$ cat config.mk
export PLATFORM = sky130hd
export DESIGN_NAME = control_fsm
export DESIGN_NICKNAME = d
export VERILOG_FILES = /design/src/rtl/control_fsm.sv
export SDC_FILE = /design/constraint.sdc
export NUM_CORES = 1
export LEC_CHECK = 0
export ABC_AREA = 1
export CAP_MARGIN = 5
export CORE_MARGIN = 2
export CORE_UTILIZATION = 40
export CTS_BUF_LIST = sky130_fd_sc_hd__clkbuf_16
export DETAILED_ROUTE_END_ITERATION = 10
export PLACE_DENSITY = 0.72
export SYNTH_ARGS = -nofsm -noshare
export SYNTH_HDL_FRONTEND = slang
export SYNTH_SLANG_ARGS = --single-unit
$ cat constraint.sdc
create_clock -name clk -period 2.5 [get_ports clk]
set_input_delay 0.375 -clock clk [delete_from_list [all_inputs] [get_ports clk]]
set_output_delay 0.375 -clock clk [all_outputs]
set_load 0.01 [all_outputs]
$ cat src/rtl/control_fsm.sv
// Multicycle MIPS control sequencer: one-hot state walk FETCH/DECODE/EXECUTE/MEMORY/WRITEBACK.
// Optional MEM_TIMEOUT_EN adds a MEMORY wait limit that traps after MEM_TIMEOUT stalled cycles.
module control_fsm #(
  parameter int unsigned MEM_TIMEOUT = 16
) (
  input  logic       clk,
  input  logic       reset,
  input  logic [5:0] opcode,
  input  logic       zero,
  input  logic       mem_ready,
  output logic [5:0] state,
  output logic       reg_write,
  output logic       reg_dst_rd,
  output logic       alu_src_imm,
  output logic [1:0] alu_op,
  output logic       mem_read,
  output logic       mem_write,
  output logic       mem_to_reg,
  output logic       ir_write,
  output logic       pc_write,
  output logic [1:0] pc_src,
  output logic       trap
);

  typedef enum logic [5:0] {
    S_FETCH     = 6'b000001,
    S_DECODE    = 6'b000010,
    S_EXECUTE   = 6'b000100,
    S_MEMORY    = 6'b001000,
    S_TRAP      = 6'b010000,
    S_WRITEBACK = 6'b100000
  } state_e;

  localparam logic [5:0] OP_R    = 6'b000000;
  localparam logic [5:0] OP_LW   = 6'b100011;
  localparam logic [5:0] OP_SW   = 6'b101011;
  localparam logic [5:0] OP_BEQ  = 6'b000100;
  localparam logic [5:0] OP_ADDI = 6'b001000;
  localparam logic [5:0] OP_J    = 6'b000010;

  state_e     state_q, state_d;
  logic [5:0] op_q, op_d;

  logic       reg_write_c, reg_dst_rd_c, alu_src_imm_c, mem_read_c, mem_write_c;
  logic       mem_to_reg_c, ir_write_c, pc_write_c, trap_c;
  logic [1:0] alu_op_c, pc_src_c;
  logic       mem_timeout;

`ifdef MEM_TIMEOUT_EN
  localparam int unsigned CW = $clog2(MEM_TIMEOUT + 1);
  logic [CW-1:0] cnt_q, cnt_d;

  // Counter is held at zero outside MEMORY, so it is already clear on entry.
  always_comb begin
    cnt_d = '0;
    if (state_q == S_MEMORY && !mem_ready) cnt_d = cnt_q + 1'b1;
  end

  always_ff @(posedge clk or posedge reset) begin
    if (reset) cnt_q <= '0;
    else       cnt_q <= cnt_d;
  end

  // Limit is reached by this cycle's increment; a same-cycle mem_ready takes priority.
  assign mem_timeout = !mem_ready && (cnt_q == CW'(MEM_TIMEOUT - 1));
`else
  assign mem_timeout = 1'b0;
`endif

  always_ff @(posedge clk or posedge reset) begin
    if (reset) begin
      state_q <= S_FETCH;
      op_q    <= '0;
    end else begin
      state_q <= state_d;
      op_q    <= op_d;
    end
  end

  always_comb begin
    state_d       = state_q;
    op_d          = op_q;
    reg_write_c   = 1'b0;
    reg_dst_rd_c  = 1'b0;
    alu_src_imm_c = 1'b0;
    alu_op_c      = 2'b00;
    mem_read_c    = 1'b0;
    mem_write_c   = 1'b0;
    mem_to_reg_c  = 1'b0;
    ir_write_c    = 1'b0;
    pc_write_c    = 1'b0;
    pc_src_c      = 2'b00;
    trap_c        = 1'b0;
    case (state_q)
      S_FETCH: begin
        ir_write_c = 1'b1;
        pc_write_c = 1'b1;
        state_d    = S_DECODE;
      end
      S_DECODE: begin
        op_d = opcode;
        case (opcode)
          OP_J: begin
            pc_write_c = 1'b1;
            pc_src_c   = 2'b10;
            state_d    = S_FETCH;
          end
          OP_R, OP_LW, OP_SW, OP_BEQ, OP_ADDI: state_d = S_EXECUTE;
          default:                             state_d = S_TRAP;
        endcase
      end
      S_EXECUTE: begin
        case (op_q)
          OP_R: begin
            alu_op_c = 2'b10;
            state_d  = S_WRITEBACK;
          end
          OP_ADDI: begin
            alu_src_imm_c = 1'b1;
            state_d       = S_WRITEBACK;
          end
          OP_LW, OP_SW: begin
            alu_src_imm_c = 1'b1;
            state_d       = S_MEMORY;
          end
          OP_BEQ: begin
            alu_op_c   = 2'b01;
            pc_src_c   = 2'b01;
            pc_write_c = zero;
            state_d    = S_FETCH;
          end
          default: state_d = S_TRAP;
        endcase
      end
      S_MEMORY: begin
        mem_read_c  = (op_q == OP_LW);
        mem_write_c = (op_q == OP_SW);
        if (mem_ready)        state_d = (op_q == OP_LW) ? S_WRITEBACK : S_FETCH;
        else if (mem_timeout) state_d = S_TRAP;
      end
      S_WRITEBACK: begin
        reg_write_c  = 1'b1;
        reg_dst_rd_c = (op_q == OP_R);
        mem_to_reg_c = (op_q == OP_LW);
        state_d      = S_FETCH;
      end
      S_TRAP:  trap_c  = 1'b1;
      default: state_d = S_TRAP;
    endcase
  end

  // State snaps to FETCH asynchronously on reset, so strobes are masked to stay quiet meanwhile.
  assign state       = state_q;
  assign reg_write   = reg_write_c   & ~reset;
  assign reg_dst_rd  = reg_dst_rd_c  & ~reset;
  assign alu_src_imm = alu_src_imm_c & ~reset;
  assign alu_op      = alu_op_c      & {2{~reset}};
  assign mem_read    = mem_read_c    & ~reset;
  assign mem_write   = mem_write_c   & ~reset;
  assign mem_to_reg  = mem_to_reg_c  & ~reset;
  assign ir_write    = ir_write_c    & ~reset;
  assign pc_write    = pc_write_c    & ~reset;
  assign pc_src      = pc_src_c      & {2{~reset}};
  assign trap        = trap_c        & ~reset;

endmodule

==> impl_metrics.tcl, run 1 <==
set metrics [dict create \
    dpl-instance-area_mm2 0.00118 \
    power.density_mw_per_mm2 416 \
    ys_ff_latch 12 \
    path_class "in -> out" \
    via_count 910 \
    min_path_type "reg -> reg" \
    worstSetupStartpoint "opcode[2]" \
    grt_pass1_wl_um 3340 \
    grt.total_usage_pct 17.9 \
    drt_iter0_drc 17 \
    layout-drive-gt1-share_pct 13.7 \
    finalNetCount 172 \
    numClockSinks 12 \
    n_fill_cell 175 \
    synth_cell_types 22 \
    synthesis.area_um2 851 \
    status "completed" \
    grt.overflow.total 0 \
    hold_buffers 0 \
    dieArea_mm2 0.00251 \
    clk_latency_ns 0.24 \
    fin_ws_ns 0.189 \
    fin_cells 188 \
    worst-endpoint-required_ns 2.12 \
    antenna_found_initial 0 \
    rr_startpoint "op_q[4]$_DFFE_PP0N_" \
    grt_max_degree 11 \
    tns_ns 0 \
    ir_drop_mv 0.280 \
    rows 16 \
    seq_area_frac_synth_pct 35.4 \
    layout_common_cells "nand2_1, nor2_1, clkdlybuf4s50_1" \
    rsz0062_at_grt "no" \
    ctsResizeCount 0 \
    max_clock_freq_ghz 0.433 \
    hold_viol 0 \
    dp.cells 184 \
    drc 0 \
    core-area_mm2 0.00198 \
    globalplace.congestion 0.852 \
    cts_tree "yes" \
    final_core_util_pct 63.7 \
    ios 29 \
    relSlewSlack_pct 81.4 \
    syn_to_final_growth_pct 48.4 \
    initial_core_util_pct 42.9 \
    drt-total-wl_um 2020 \
    final_max_slew_viol_count 0 \
    die_y_um 50.1 \
    grt_pass1_vias 826 \
    drt-wirelength-per-cell_um 10.7 \
    worst-path-max-fanout 3 \
    worst_slew_pin_slew_ns 0.277 \
    multi_input_area_um2 482 \
    cap_viol_max_count 0 \
    pre_cts_slack_ns 0.190 \
    via_per_inst 4.84 \
    arrival_ns 1.94 \
    start_kind "input pin" \
    synthesis.nets 137 \
    path_clk_slew_ns 0.05 \
    cts_max_path_buffers 2 \
    end_kind "primary output" \
    synth_area_per_cell_um2 6.70 \
    place_hpwl_um 1660 \
    antenna_cells 0 \
    period_needed_ns 2.31 \
    clock-root-buffer "clkbuf_16" \
    static-leakage-power_nw 0.554 \
    regArea_um2 302 \
    hold_start "op_q[5]$_DFFE_PP0N_" \
    drtPass1Iterations 4 \
    die_w_um 50.1 \
    final_antenna_net_count 0 \
    post_cts_buffers 0 \
    yosys_warnings 0 \
    clock_skew_ns 0.00306 \
    numCtsBuffers 3 \
    setup_viol 0 \
    synthCells 127 \
    htree_levels 1 \
    period_share_pct 92.5 \
    final_cell_area_mm2 0.00126 \
    port-buffer-count 28 \
]
-- path summary, 6_finish.rpt --
path | endpoint | slack (ns) | cells past startpoint
worst max-delay path | pc_write | 0.19 | 7
worst min-delay path | op_q[5]$_DFFE_PP0N_ | 0.55 | 2
worst max register to register | state[0]$_DFFE_PP1P_ | 1.20 | 7
worst min register to register | op_q[5]$_DFFE_PP0N_ | 0.55 | 2
max in group asynchronous | state[0]$_DFFE_PP1P_ | 1.65 | 3
min in group asynchronous | state[4]$_DFFE_PP0P_ | 0.66 | 3
-- flip-flops by register name, indices dropped and copies added, names as in the netlist --
signal and cells:
state 6, op_q 6
-- synthesized netlist by cell type --
cell type,number,share of area (%)
nand2_1,29,13
nor2_1,29,13
inv_1,16,7.1
dfrtp_1,11,32
nand3_1,6,3.5
a21oi_1,4,2.4
nand2_2,4,2.9
nor2_4,4,5.3
o21ai_0,4,2.4
nand4_1,3,2.2
nor2_2,3,2.2
nor3_1,3,1.8
o21ai_1,2,1.2
clkbuf_1,1,0.44
dfstp_2,1,3.1
inv_2,1,0.44
nand2_4,1,1.3
nand3_2,1,1.2
nand3b_1,1,0.88
nor2_8,1,2.4
nor4_1,1,0.74
o22ai_1,1,0.74
-- worst max-delay path, cell delays in order --
cell	delay [ns]
clkdlybuf4s50_1	0.45
nor2_1	0.12
nand2_1	0.05
nor2_1	0.18
a21oi_1	0.09
a21oi_1	0.12
clkdlybuf4s50_1	0.55
-- layer usage --
| metal | global-route usage, % | up-vias | wire (um) |
|---|---|---|---|
| met5 | 0 | - | 0 |
| met4 | 12.5 | 0 | 43 |
| met3 | 3.33 | 4 | 91 |
| met2 | 28.3 | 31 | 921 |
| met1 | 21.8 | 405 | 961 |
| li1 | - | 470 | - |
-- logic make-up after synthesis --
| logic type | share of synthesized area, % |
|---|---|
| AND/OR/NAND/NOR | 50.0 |
| buffers and inverters | 7.94 |
| flip-flops | 35.4 |
| AO/OA/AOI/OAI | 6.62 |
-- final cells by class --
type                            instances  share of cell area, %
Clock inverter                          1                  0.297
Multi-Input combinational cell         97                   38.2
Sequential cell                        12                   23.9
Tap cell                               27                   2.68
Inverter                               17                   5.05
Timing Repair Buffer                   31                   24.0
Clock buffer                            3                   5.95
-- through the flow --
stage / power [mW] / hold WS, ns
after detailed placement: 0.233 / 0.539
after global placement: 0.232 / 0.530
final: 0.525 / 0.555
after global routing: 0.541 / 0.593
after CTS: 0.527 / 0.551
after floorplan: 0.209 / 0.454
-- power breakdown --
part           leakage, nW  internal (mW)  switching [mW]
Combinational        0.388         0.0194          0.0153
Sequential           0.127          0.195               0
Clock               0.0385          0.211          0.0847
Total                0.554          0.425           0.100
No activity file was read; power rests on OpenSTA's default activity.
==> run 2, diff against run 1 <==
Settings changed: GPL_ROUTABILITY_DRIVEN set to 0, SKIP_LAST_GASP set to 1.
==> results of run 2 <==
No change in the layout: final DEF, timing and power equal those of run 1.
==> run 3, diff against run 2 <==
Settings changed: PLACE_DENSITY 0.72 to not set, PLACE_DENSITY_LB_ADDON set to 0.12.
Clock period 2.5 ns to 2 ns, I/O delays scaled along.
==> run 3 against run 2 <==
- design area up 13%
- core utilization is 8.2 points higher
- sequential power is 25% higher
- clock skew decreased by 0.0025 ns
- clock-buffer cell count did not move
==> impl_metrics.tcl, run 3 (same netlist as run 1, synthesis figures left out) <==
set metrics [dict create \
    initial_core_util_pct 42.9 \
    worst-endpoint-required_ns 1.70 \
    p_total_mw 0.657 \
    top_usage_layer "met2" \
    layout-drive-gt1-share_pct 27.3 \
    numCtsBuffers 3 \
    drt-wirelength-per-cell_um 12.2 \
    pwr-share-seq_pct 37.1 \
    max_clock_freq_ghz 0.526 \
    syn_to_final_growth_pct 67.5 \
    met1_usage_pct 26.5 \
    drt-total-wl_um 2560 \
    finalNetCount 194 \
    core-area_mm2 0.00198 \
    intPower_mw 0.536 \
    clock_skew_ns 0.000519 \
    hold_buffers 0 \
    clk_latency_ns 0.24 \
    rsz0062_at_grt "yes" \
    hold_ws_ns 0.265 \
    grt_max_degree 9 \
    place_hpwl_um 1930 \
    layout.cells.most_common "nand2_1" \
    hold_viol 0 \
    p_sw_mw 0.121 \
    end_kind "primary output" \
    swShare_pct 18.5 \
    clock-root-buffer "clkbuf_16" \
    htree_levels 1 \
    antenna_found_initial 0 \
    relSlewSlack_pct 85.5 \
    static-leakage-power_nw 0.734 \
    via_count 1000 \
    min_path_type "in -> async" \
    grt_pass1_wl_um 4390 \
    path_class "reg -> out" \
    die_y_um 50.1 \
    grt.total_usage_pct 23.1 \
    power.density_mw_per_mm2 461 \
    arrival_ns 1.60 \
    n_fill_cell 175 \
    numClockSinks 12 \
    grtUsageMet2_pct 43.0 \
    layout_common_cells "nand2_1, nor2_1, buf_4" \
    path_clk_slew_ns 0.04 \
    grt.overflow.total 0 \
    drc 0 \
    status "completed" \
    drtPass1Iterations 4 \
    period_needed_ns 1.90 \
    rows 16 \
    ios 29 \
    worst_slew_pin_slew_ns 0.215 \
    grt_pass1_vias 1058 \
    period_share_pct 95.1 \
    port-buffer-count 28 \
    start_kind "flop" \
    cts_tree "yes" \
    final_antenna_net_count 0 \
    cap_viol_max_count 0 \
    final_core_util_pct 71.9 \
    worst-path-max-fanout 4 \
    dpl-instance-area_mm2 0.00127 \
    antenna_cells 0 \
    via_per_inst 4.76 \
    gr-usage-met3_pct 3.03 \
    die_w_um 50.1 \
    dieArea_mm2 0.00251 \
    drt_iter0_drc 15 \
    pwr-share-clk_pct 54.9 \
    setup_viol 0 \
    final_cell_area_mm2 0.00143 \
    p_comb_share_pct 8.0 \
    final_max_slew_viol_count 0 \
    cts_max_path_buffers 2 \
    ir_drop_mv 0.404 \
]
[run 3: final cells by class]
class,count,area (um^2),area share (%)
Clock inverter,1,3.75,0.263
Multi-Input combinational cell,97,492,34.5
Timing Repair Buffer,53,455,32.0
Clock buffer,3,75.1,5.27
Inverter,17,63.8,4.48
Tap cell,27,33.8,2.37
Sequential cell,12,302,21.2
[run 3: worst paths after layout]
kind | startpoint | endpoint | slack [ns] | cells past startpoint
worst max-delay path | state[5]$_DFFE_PP0P_ | pc_src[1] | 0.1 | 8
worst min-delay path | reset | state[5]$_DFFE_PP0P_ | 0.26 | 3
worst max register to register | state[5]$_DFFE_PP0P_ | state[4]$_DFFE_PP0P_ | 0.56 | 10
worst min register to register | op_q[0]$_DFFE_PP0N_ | op_q[0]$_DFFE_PP0N_ | 0.58 | 2
max in group asynchronous | reset | state[0]$_DFFE_PP1P_ | 1.54 | 3
min in group clk | op_q[0]$_DFFE_PP0N_ | op_q[0]$_DFFE_PP0N_ | 0.58 | 2
[run 3: power by group through the flow]
stage | clock, mW | sequential, mW | combinational (mW)
floorplan | 0 | 0.247 | 0.0138
global placement | 0 | 0.247 | 0.0513
detailed placement | 0 | 0.247 | 0.0531
CTS | 0.363 | 0.244 | 0.0533
global route | 0.376 | 0.244 | 0.0577
finish | 0.361 | 0.244 | 0.0527
[run 3: routing by layer]
metal  part of all wire [%]  up-vias
li1                       -      515
met1                     43      453
met2                     52       28
met3                    3.8        4
met4                   0.98        0
met5                      0        -
[run 3: through the flow]
step                setup slack, ns  cells  TNS [ns]
floorplan                     0.521    127         0
global placement             -0.106    196    -0.255
detailed placement           -0.193    196    -0.606
CTS                         0.00122    206         0
global route                -0.0232    210   -0.0232
finish                       0.0982    210         0
[run 3: critical path, stage by stage, from the launching register on]
cell	delay, ns
dfrtp_1	0.37
buf_4	0.15
nor2_4	0.11
buf_4	0.14
nand2_4	0.07
nor2_8	0.10
nand2_1	0.08
nor2_1	0.08
dlygate4sd2_1	0.27
[run 3: timing repair]
item,4_1_cts,5_1_grt
setup endpoints to repair,13,4
gates resized for setup,14,6
pin swaps,4,2
setup buffers,6,4
